$ cat src/rtl/pipe_ctrl_pkg.sv
// Shared types and constants for the pipeline hazard controller.
package pipe_ctrl_pkg;
  localparam int XLEN      = 32;
  localparam int REG_IDX_W = 5;

  typedef enum logic [1:0] {RUN, MEM_WAIT, ERR} haz_state_e;

  // Width of the memory-wait counter so it can hold MEM_TIMEOUT.
  function automatic int wait_cnt_w(input int timeout);
    return $clog2(timeout + 1);
  endfunction
endpackage

$ cat src/rtl/hazard_perf_cnt.sv
// Saturating event counter; only built when HAZ_PERF_CNT_EN is defined.
`ifdef HAZ_PERF_CNT_EN
module hazard_perf_cnt #(
  parameter int CNT_W = 32
) (
  input  logic             clk,
  input  logic             rst,
  input  logic             inc,
  output logic [CNT_W-1:0] cnt
);
  always_ff @(posedge clk) begin
    if (rst)                    cnt <= '0;
    else if (inc && cnt != '1)  cnt <= cnt + 1'b1;
  end
endmodule
`endif

$ cat src/rtl/pipe_hazard_ctrl.sv
// Stall/flush/redirect control for the 5-stage pipeline with data-memory wait timeout.
// Optional perf counters under HAZ_PERF_CNT_EN.
module pipe_hazard_ctrl #(
  parameter int XLEN        = 32,
  parameter int MEM_TIMEOUT = 64,
  parameter int CNT_W       = 32
) (
  input  logic                                 clk,
  input  logic                                 rst,
  input  logic [pipe_ctrl_pkg::REG_IDX_W-1:0]  id_rs1,
  input  logic [pipe_ctrl_pkg::REG_IDX_W-1:0]  id_rs2,
  input  logic                                 id_uses_rs1,
  input  logic                                 id_uses_rs2,
  input  logic                                 ex_mr,
  input  logic [pipe_ctrl_pkg::REG_IDX_W-1:0]  ex_rd,
  input  logic                                 ex_br_taken,
  input  logic                                 ex_jmp,
  input  logic                                 ex_jalr,
  input  logic [XLEN-1:0]                      ex_target,
  input  logic                                 mem_req,
  input  logic                                 mem_ready,
  output logic                                 pc_we,
  output logic                                 ifid_we,
  output logic                                 idex_we,
  output logic                                 exmem_we,
  output logic                                 ifid_flush,
  output logic                                 idex_flush,
  output logic                                 redirect_valid,
  output logic [XLEN-1:0]                      redirect_pc,
  output logic                                 mem_err
`ifdef HAZ_PERF_CNT_EN
  ,
  output logic [CNT_W-1:0]                     perf_bubbles,
  output logic [CNT_W-1:0]                     perf_flushes,
  output logic [CNT_W-1:0]                     perf_memwait
`endif
);
  import pipe_ctrl_pkg::*;

  localparam int WCW = wait_cnt_w(MEM_TIMEOUT);

  haz_state_e       state, state_nx;
  logic [WCW-1:0]   wait_cnt, wait_cnt_nx;
  logic             mem_err_nx;
  logic             ex_redir, load_use, freeze;

  assign ex_redir = ex_br_taken | ex_jmp | ex_jalr;
  assign load_use = ex_mr && (ex_rd != '0) &&
                    ((id_uses_rs1 && id_rs1 == ex_rd) || (id_uses_rs2 && id_rs2 == ex_rd));

  // A ready response in the same cycle as the request never stalls.
  always_comb begin
    freeze = 1'b0;
    case (state)
      RUN:      freeze = mem_req && !mem_ready;
      MEM_WAIT: freeze = !mem_ready;
      ERR:      freeze = 1'b1;
      default:  freeze = 1'b1;
    endcase
  end

  always_ff @(posedge clk) begin
    if (rst) begin
      state    <= RUN;
      wait_cnt <= '0;
      mem_err  <= 1'b0;
    end else begin
      state    <= state_nx;
      wait_cnt <= wait_cnt_nx;
      mem_err  <= mem_err_nx;
    end
  end

  always_comb begin
    state_nx    = state;
    wait_cnt_nx = wait_cnt;
    mem_err_nx  = mem_err;
    case (state)
      RUN: if (mem_req && !mem_ready) begin
        state_nx    = MEM_WAIT;
        wait_cnt_nx = WCW'(1);
      end
      MEM_WAIT: begin
        if (mem_ready) begin
          state_nx    = RUN;
          wait_cnt_nx = '0;
        end else if (wait_cnt == WCW'(MEM_TIMEOUT - 1)) begin
          state_nx   = ERR;
          mem_err_nx = 1'b1;
        end else begin
          wait_cnt_nx = wait_cnt + 1'b1;
        end
      end
      default: state_nx = ERR;
    endcase
  end

  // Priority: memory freeze, then redirect (ID is wrong-path), then load-use bubble.
  always_comb begin
    pc_we          = 1'b1;
    ifid_we        = 1'b1;
    idex_we        = 1'b1;
    exmem_we       = 1'b1;
    ifid_flush     = 1'b0;
    idex_flush     = 1'b0;
    redirect_valid = 1'b0;
    redirect_pc    = ex_target;
    if (rst) begin
      {pc_we, ifid_we, idex_we, exmem_we} = 4'b0000;
      ifid_flush  = 1'b1;
      idex_flush  = 1'b1;
      redirect_pc = '0;
    end else if (freeze) begin
      {pc_we, ifid_we, idex_we, exmem_we} = 4'b0000;
    end else if (ex_redir) begin
      redirect_valid = 1'b1;
      ifid_flush     = 1'b1;
      idex_flush     = 1'b1;
      if (ex_jalr) redirect_pc = {ex_target[XLEN-1:1], 1'b0};
    end else if (load_use) begin
      pc_we      = 1'b0;
      ifid_we    = 1'b0;
      idex_flush = 1'b1;
    end
  end

`ifdef HAZ_PERF_CNT_EN
  logic ev_bubble, ev_flush, ev_wait;
  assign ev_bubble = !rst && !freeze && !ex_redir && load_use;
  assign ev_flush  = !rst && !freeze && ex_redir;
  assign ev_wait   = !rst && freeze;

  hazard_perf_cnt #(.CNT_W(CNT_W)) u_cnt_bubbles (.clk(clk), .rst(rst), .inc(ev_bubble), .cnt(perf_bubbles));
  hazard_perf_cnt #(.CNT_W(CNT_W)) u_cnt_flushes (.clk(clk), .rst(rst), .inc(ev_flush),  .cnt(perf_flushes));
  hazard_perf_cnt #(.CNT_W(CNT_W)) u_cnt_memwait (.clk(clk), .rst(rst), .inc(ev_wait),   .cnt(perf_memwait));
`endif
endmodule

$ cat config.mk
export PLATFORM = sky130hd
export DESIGN_NAME = pipe_hazard_ctrl
export DESIGN_NICKNAME = d
export VERILOG_FILES = /design/src/rtl/pipe_ctrl_pkg.sv /design/src/rtl/hazard_perf_cnt.sv /design/src/rtl/pipe_hazard_ctrl.sv
export SDC_FILE = /design/constraint.sdc
export NUM_CORES = 1
export LEC_CHECK = 0
export CAP_MARGIN = 20
export CORE_ASPECT_RATIO = 1.5
export CORE_UTILIZATION = 31
export CTS_BUF_LIST = sky130_fd_sc_hd__clkbuf_8
export DETAILED_ROUTE_END_ITERATION = 12
export PLACE_DENSITY = 0.87
export SYNTH_ARGS = -nofsm -noshare
export SYNTH_HDL_FRONTEND = slang
export SYNTH_SLANG_ARGS = --single-unit
$ cat constraint.sdc
create_clock -name clk -period 2.62 [get_ports clk]
set_input_delay 0.262 -clock clk [delete_from_list [all_inputs] [get_ports clk]]
set_output_delay 0.262 -clock clk [all_outputs]
set_load 0.1 [all_outputs]
### After elaboration in Yosys (flattened, before gate mapping)

Index checks and enable logic that the tools add are counted.
Widths: inputs -> output; s select.

| storage, ports and cells | value |
|---|---|
| flip-flop bits (word level) | 10 |
| input bits | 57 |
| output and inout port bits | 40 |

| operators by class | value |
|---|---|
| add/subtract/negate cells | 1 |
| equality and inequality tests | 7 |
| multiplexer cells | 27 |
| bitwise operators | 3 |
| reductions and logical operators | 13 |

Operators by type and width:

| cell | count |
|---|---|
| $mux 32 | 1 |
| $mux 7 | 3 |
| $mux 1 | 17 |
| $pmux 7 s2 | 1 |
| $eq 5x5->1 | 2 |
| $add 7x1->7 const B | 1 |
| $eq 7x6->1 const B | 1 |
| $mux 2 | 3 |
| $ne 3x3->1 const B | 2 |
| $reduce_and 3->1 | 2 |
| $logic_and 1x1->1 | 5 |
| $reduce_bool 5->1 | 1 |
| $pmux 2 s2 | 1 |
| $eq 2x1->1 const B | 1 |
| $logic_not 2->1 | 1 |
| $ne 2x2->1 const B | 1 |
| $or 1x1->1 | 2 |
| $pmux 1 s2 | 1 |
| $reduce_and 2->1 | 1 |
| $reduce_bool 2->1 | 1 |
| $logic_not 1->1 | 1 |
| $logic_or 1x1->1 | 1 |
| $not 1->1 | 1 |

### Logic depth before layout (Yosys ltp)

Gate-level depths: netlist (run 1).

| depth | value |
|---|---|
| depth after elaboration | 8 |
| gate-level depth with buffers | 5 |
| mapped depth without buffers | 5 |

### Least setup slack after synthesis (run 1)

Ideal clock, no wire load.

| timing | value |
|---|---|
| kind | register -> output |
| start | reg state[0] |
| end | out pc_we |
| arrival | 3.363 ns |
| required time | 2.358 ns |
| path slack | -1.005 ns |
| cell stages (with the launch flop) | 6 |
| buffers on the path | 1 |
| cell sequence | dfxtp_1 o21bai_1 nand2_1 nor2_1 o31a_1 buf_4 |

| between the ends | value |
|---|---|
| cells in the longest elaborated chain, start to end | 4 |

RTL lines:

| element | line | text |
|---|---|---|
| start: declaration | pipe_hazard_ctrl.sv:42 | `haz_state_e state, state_nx;` |
| start signal: assignment | pipe_hazard_ctrl.sv:68 | `state <= state_nx;` |
| $eq 2x1->1 or $logic_not 2->1 (tied branches) | pipe_hazard_ctrl.sv:54 | `case (state)` |
| $pmux 1 s2 (*) | pipe_hazard_ctrl.sv:54 |  |
| $mux 1 (*) (2 in a row) | - |  |
| end: declaration | pipe_hazard_ctrl.sv:22 | `output logic pc_we,` |

Mark *: on every way between the ends. The rest lies on a longest branch, timed or not.

### Worst setup path after layout (run 1)

| timing | value |
|---|---|
| start | in ex_rd[1] in the netlist's numbering |
| end | out pc_we |

| between the ends | value |
|---|---|
| cells in the longest elaborated chain, start to end | 8 |

RTL lines:

| element | line | text |
|---|---|---|
| start: declaration | pipe_hazard_ctrl.sv:15 | `input logic [pipe_ctrl_pkg::REG_IDX_W-1:0] ex_rd,` |
| $eq 5x5->1 | pipe_hazard_ctrl.sv:49 | `((id_uses_rs1 && id_rs1 == ex_rd) \|\| (id_uses_rs2 && id_rs2 == ex_rd));` |
| $logic_and 1x1->1 | pipe_hazard_ctrl.sv:49 |  |
| $logic_or 1x1->1 | pipe_hazard_ctrl.sv:49 |  |
| $logic_and 1x1->1 (*) | pipe_hazard_ctrl.sv:48 | `assign load_use = ex_mr && (ex_rd != '0) &&` |
| $mux 1 (*) | pipe_hazard_ctrl.sv:120 | `end else if (load_use) begin` |
| $mux 1 (*) | pipe_hazard_ctrl.sv:115 | `end else if (ex_redir) begin` |
| $mux 1 (*) | pipe_hazard_ctrl.sv:113 | `end else if (freeze) begin` |
| $mux 1 (*) | pipe_hazard_ctrl.sv:108 | `if (rst) begin` |

Marks and branches as above.

==> results of run 1 <==
-- sequential cells by signal (all words and copies together) (netlist names) --
name      cells
state         2
mem_err       1
wait_cnt      7
-- placed cells by master (no fill, tap or decap), types with 3 or more instances in the layout --
master            n
a21oi_1           7
a31oi_1           3
buf_12           39
buf_4             4
clkbuf_8          4
clkdlybuf4s50_1  56
dfxtp_1          10
inv_1             4
nand2_1           6
nand3_1           3
nor2_1            4
nor2b_1          33
xor2_1            8
-- worst max-delay path: stages --
cell and delay, ns:
clkdlybuf4s50_1 0.48, or4_1 0.54, o21ai_0 0.26, o31a_2 0.24
buf_12 0.18
-- path summary, 6_finish.rpt --
check	start	endpoint	slack [ns]
worst max-delay path	ex_rd[1]	pc_we	0.39
worst min-delay path	mem_err	mem_err	0.49
worst max register to register	wait_cnt[0]	wait_cnt[0]	0.82
worst min register to register	mem_err	mem_err	0.49
-- through the flow --
step                worst slack [ns]  hold WS, ns  utilization, %  TNS, ns
finish                         0.387        0.486            85.4        0
detailed placement             0.387        0.476            83.3        0
global placement               0.413        0.451            83.3        0
CTS                            0.383        0.486            85.4        0
global route                   0.258        0.508            85.4        0
floorplan                     -0.161        0.438               -   -0.161
-- synth_stat cells, types with 3 or more instances --
| cell | instances | area [um2] |
|---|---|---|
| nor2b_1 | 33 | 206 |
| a21oi_1 | 7 | 35.0 |
| nand2_1 | 6 | 22.5 |
| xor2_1 | 8 | 70.1 |
| buf_6 | 3 | 33.8 |
| clkbuf_1 | 3 | 11.3 |
| dfxtp_1 | 10 | 200 |
| a31oi_1 | 3 | 18.8 |
| inv_1 | 4 | 15.0 |
| nor2_1 | 5 | 18.8 |
| nand3_1 | 3 | 15.0 |
-- power breakdown --
part | internal, mW | switching, mW | leakage [nW] | total, mW
registers | 0.155 | 0.00272 | 0.0810 | 0.158
clock network | 0.132 | 0.0642 | 0.0288 | 0.197
logic | 0.229 | 0.332 | 0.792 | 0.561
-- final cells by class --
class                           count  area [um2]
Timing Repair Buffer               99        1370
Clock buffer                        4        55.1
Tap cell                           37        46.3
Fill cell                         132         400
Sequential cell                    10         200
Multi-Input combinational cell     98         646
Inverter                            4        15.0
-- cell families (layout without fill, tap and decap cells) --
family	count (synthesis)	after routing	synth area share, %
AOI/OAI and AO/OA	23	23	17.0
adders and majority gates	1	1	1.37
buffers and inverters	12	107	8.23
DFF	10	10	21.9
muxes	1	1	1.23
and+or+nand+nor	63	63	40.6
xor gates and xnor gates	10	10	9.60
-- metal layers --
layer | share of wire (%) | up-vias | track usage, %
met5 | 0 | - | 0
met4 | 3.2 | 0 | 8.82
met3 | 11 | 22 | 9.23
met2 | 56 | 101 | 49.1
met1 | 30 | 560 | 18.6
li1 | - | 600 | -
==> metrics.txt, run 1 <==
postcts setup bufs 0; placed cell areas between 2000 and 2500 um2; Boundary Pins 97; Tightest Pin Transition 0.421 ns; Total Wirelength 3.66 mm; Core ar. 2730 um2; Rel. slew slack a little under three quarters; vias in the first global route 1303; Post-Syn Area 912 um2; Worst Path Required roughly 2.4 ns; DR WL/cell 14.5 um; Vert. Die Dim about 68 um; Synthesis Warnings 0; Nets between 200 and 300; final setup vio count 0; CTS resizes 0; global route overflow 0; Leak around 0.9 nW; Reg clk slew, reported paths approximately 0.05 ns; Worst-Skew Late Latency 0.24 ns; Post-Synthesis Cells 120; vias per cell just over 5; R2R depth 6; Area Overhead vs Synth 156%; Final Skew 0.00277 ns; CP endpoint kind primary output; average size of a mapped cell around 7.6 um2; post-synthesis sequential area ratio 21.9%; status finished clean; drt initial violations 36; power after layout a little over 0.9 mW; CTS tree built; Primary FF master, synth dfxtp_1; TritonRoute pass-1 iters 5; Pins Over Slew Limit 0; peak supply drop 0.269 mV; CTS Hold Bufs 0; DIE WIDTH approximately 46 um; antenna diode count 0; share of layout cells above drive strength 1 between 20 and 25%; RSZ-0062 raised after global routing false; Max Cap Viol 0; clk sinks 10; Tmin final roughly 2.2 ns; CTS Buf Count 3; port bufs 96; clock root buffer clkbuf_8; path type of the worst min-delay path reg2reg; post-synth net total approximately 180; Final Non-Filler Cells 252; placed cells 248; pwr dens between 300 and 400 nW/um2; # H-tree levels 1; global-route wire length before repair roughly 5.4 mm; crit-path max FO 3; Crit path arrival time a little under 2 ns; post-DP HPWL around 3.2 mm; ys async rst share 0%; critical path class in2out; total track usage between 20% and 30%; number of flops mapped to enable cells by yosys 0; maximum clock rate 448 MHz; antenna-violating nets left 0; design area roughly 2300 um2; DRC viols 0; FF+latch count, synth 10; via count 1283; Row Count 23; Bufs on Longest Clock Path 2; Final Hold Viols 0; die footprint between 3000 and 4000 um2; gp weighted congestion 0.837; post-synth cell types 39; final period utilization 85.2%; largest net degree at the start of global routing 28; WHS Path Cells 2; initial antenna violation count 0; crit start category input port; Starting Density 33.4%
Note: power is estimated with default switching activity, not from simulation.
==> run 2: changes to the inputs <==
--- a/config.mk
+++ b/config.mk
@@ -13,4 +13,5 @@
 export PLACE_DENSITY = 0.87
 export SYNTH_ARGS = -nofsm -noshare
 export SYNTH_HDL_FRONTEND = slang
+export SYNTH_HIERARCHICAL = 1
 export SYNTH_SLANG_ARGS = --single-unit
==> results of run 2 <==
Final layout, timing and power as in run 1 (identical DEF).
Among the figures that moved: Yosys warning count 0 -> 6
==> run 3: changes to the inputs <==
--- a/config.mk
+++ b/config.mk
@@ -10,6 +10,7 @@
 export CORE_UTILIZATION = 31
 export CTS_BUF_LIST = sky130_fd_sc_hd__clkbuf_8
 export DETAILED_ROUTE_END_ITERATION = 12
+export MAX_ROUTING_LAYER = met4
 export PLACE_DENSITY = 0.87
 export SYNTH_ARGS = -nofsm -noshare
 export SYNTH_HDL_FRONTEND = slang
==> metrics.txt, run 3 <==
status finished clean; post-DP HPWL 3.17 mm (unchanged); largest register by flop count wait_cnt; Rel. slew slack 71.4% (-0.50 points); vias per cell 5.03 (-1.2%); die footprint 3170 um2 (unchanged); largest stage delay on the critical path 0.54 ns (about the same); pwr dens 392 nW/um2 (about the same); top cells by count, synth nor2b_1, dfxtp_1, xor2_1; WP buf/inv 2 (unchanged); Layout fillers 132 (unchanged); Vert. Die Dim 68.4 um (unchanged); Synthesis Warnings 6; Crit path arrival time 1.97 ns (about the same); final setup vio count 0 (unchanged); DIE WIDTH 46.3 um (unchanged); Slowest-stage cell, CP or4_1; WHS Path Cells 2 (unchanged); crit-path max FO 3 (unchanged); crit start category input port; initial antenna violation count 0 (unchanged); switching part of the total power 43.6% (about the same); Area Overhead vs Synth 156% (unchanged); gp weighted congestion 0.850 (+1.5%); post-synth net total 178 (unchanged); Critical Path, Cell by Cell clkdlybuf4s50_1, or4_1, o21ai_0, o31a_2, buf_12; commonest non-fill, non-tap cell in the layout clkdlybuf4s50_1; Starting Density 33.4% (unchanged); Total Wirelength 3.63 mm (-0.82%); Leak 0.902 nW (unchanged); Post-Syn Area 912 um2 (unchanged); hold_sp mem_err; Row Count 23 (unchanged); Pins Over Slew Limit 0 (unchanged); Worst-Skew Late Latency 0.24 ns (about the same); CTS Hold Bufs 0 (unchanged); Worst Path Required 2.36 ns (about the same); vias in the first global route 1303 (unchanged); Nets 274 (unchanged); FF-to-FF End wait_cnt[0]; Final Hold Viols 0 (unchanged); most numerous cell in the Yosys netlist nor2b_1; Tmin final 2.23 ns (-0.000366 ns); via count 1268 (-1.2%); Post-Synthesis Cells 120 (unchanged); Final Skew 0.00494 ns (+0.00217 ns); Comb pwr share 61.3% (about the same); antenna diode count 0 (unchanged); Clk network pwr share 21.4% (about the same); Bufs on Longest Clock Path 2 (unchanged); power after layout 0.915 mW (about the same); CP endpoint kind primary output; Internal 0.516 mW (about the same); CTS resizes 0 (unchanged); share of layout cells above drive strength 1 24.7% (unchanged); global route overflow 0 (unchanged); ranking of synthesized cells by area nor2b_1, dfxtp_1, xor2_1, a21oi_1, buf_6; final period utilization 85.2% (about the same); TritonRoute pass-1 iters 4 (-1); path type of the worst min-delay path reg2reg; r2r setup slk 0.82 ns (about the same); Tightest Pin Transition 0.429 ns (+0.00746 ns); placed cells 248 (unchanged); clk sinks 10 (unchanged); ys async rst share 0% (unchanged); number of flops mapped to enable cells by yosys 0 (unchanged); Max Cap Viol 0 (unchanged); Core ar. 2730 um2 (unchanged); postcts setup bufs 0 (unchanged); Yosys top cell area share 22.6% (unchanged); R2R depth 6 (unchanged); post-synthesis sequential area ratio 21.9% (unchanged); RSZ-0062 raised after global routing false; average size of a mapped cell 7.60 um2 (unchanged); FF+latch count, synth 10 (unchanged); Top delay family on crit path buffers and inverters; peak supply drop 0.270 mV (+0.48%); maximum clock rate 448 MHz (about the same); commonest cells after routing, fill and taps aside clkdlybuf4s50_1, buf_12, nor2b_1, dfxtp_1, xor2_1; clock root buffer clkbuf_8; drt initial violations 43 (+19%); Primary FF master, synth dfxtp_1; max FFs per register 7 (unchanged); CTS tree built; post-synth cell types 39 (unchanged); Final Non-Filler Cells 252 (unchanged); Boundary Pins 97 (unchanged); RR Startpoint wait_cnt[0]; # H-tree levels 1 (unchanged); placed cell areas 2280 um2 (unchanged); design area 2330 um2 (unchanged); sequential power share 17.2% (about the same); DR WL/cell 14.4 um (-0.82%); total track usage 24.6% (+0.65 points); CTS Buf Count 3 (unchanged); Hold Crit Endpoint mem_err; Reg clk slew, reported paths 0.05 ns (about the same); hold_ws 0.486 ns (-0.000307 ns); port bufs 96 (unchanged); antenna-violating nets left 0 (unchanged); Psw 0.399 mW (about the same); leading area contributor after synthesis nor2b_1; largest net degree at the start of global routing 28 (unchanged); DRC viols 0 (unchanged); critical path class in2out; Sum Neg Setup Slack 0 ns (unchanged); global-route wire length before repair 5.42 mm (-0.26%); Regs by FF count wait_cnt x7, state x2, mem_err x1
-- run 3: how the worst max path moves through the flow --
stage	startpoint	depth (start not counted)	to	slack, ns
6_report	ex_rd[1]	5	pc_we	0.39
5_1_grt	ex_rd[1]	5	pc_we	0.26
4_1_cts	ex_rd[1]	5	pc_we	0.38
3_5_place_dp	ex_rd[1]	5	pc_we	0.39
3_3_place_gp	ex_rd[1]	5	ifid_we	0.41
2_1_floorplan	state[0]	5	pc_we	-0.16
-- run 3: logic make-up (layout without fill, tap and decap cells) --
logic type	count (synthesis)	in the layout	share of synthesized area [%]
adders and majority gates	1	1	1.37
DFF	10	10	21.9
AOI/OAI and AO/OA	23	23	17.0
xor gates and xnor gates	10	10	9.60
buffers and inverters	12	107	8.23
muxes	1	1	1.23
and+or+nand+nor	63	63	40.6
-- run 3: layout make-up --
cell class              instances  area (um2)  share of cell area, %
clock buffers                   4        55.1                   2.36
inverters                       4        15.0                  0.643
multi-input cells              98         646                   27.7
flip-flops and latches         10         200                   8.58
well taps                      37        46.3                   1.98
repair buffers                 99        1370                   58.8
-- run 3: layer usage --
metal	routed length (um)	up-vias	global-route usage [%]
li1	-	601	-
met1	1090	554	19.7
met2	2050	98	49.1
met3	390	15	7.39
met4	104	0	8.82
met5	0	-	-
-- run 3: per-stage QoR --
| stage | utilization, % | setup slack [ns] |
|---|---|---|
| floorplan | - | -0.161 |
| global placement | 83.3 | 0.413 |
| detailed placement | 83.3 | 0.387 |
| CTS | 85.4 | 0.383 |
| global route | 85.4 | 0.258 |
| finish | 85.4 | 0.387 |
-- run 3: power by group through the flow --
stage	registers, mW	clock network [mW]	logic [mW]
final	0.158	0.196	0.561
after global placement	0.160	0	0.554
after global routing	0.158	0.207	0.578
after CTS	0.158	0.198	0.564
after floorplan	0.160	0	0.314
after detailed placement	0.161	0	0.563
-- run 3: worst min-delay path: cells and delay by family, from the launching register on --
family / cells / cell delay [ns]
and+or+nand+nor: 1 / 0.07
DFF: 1 / 0.33
AOI/OAI and AO/OA: 1 / 0.04
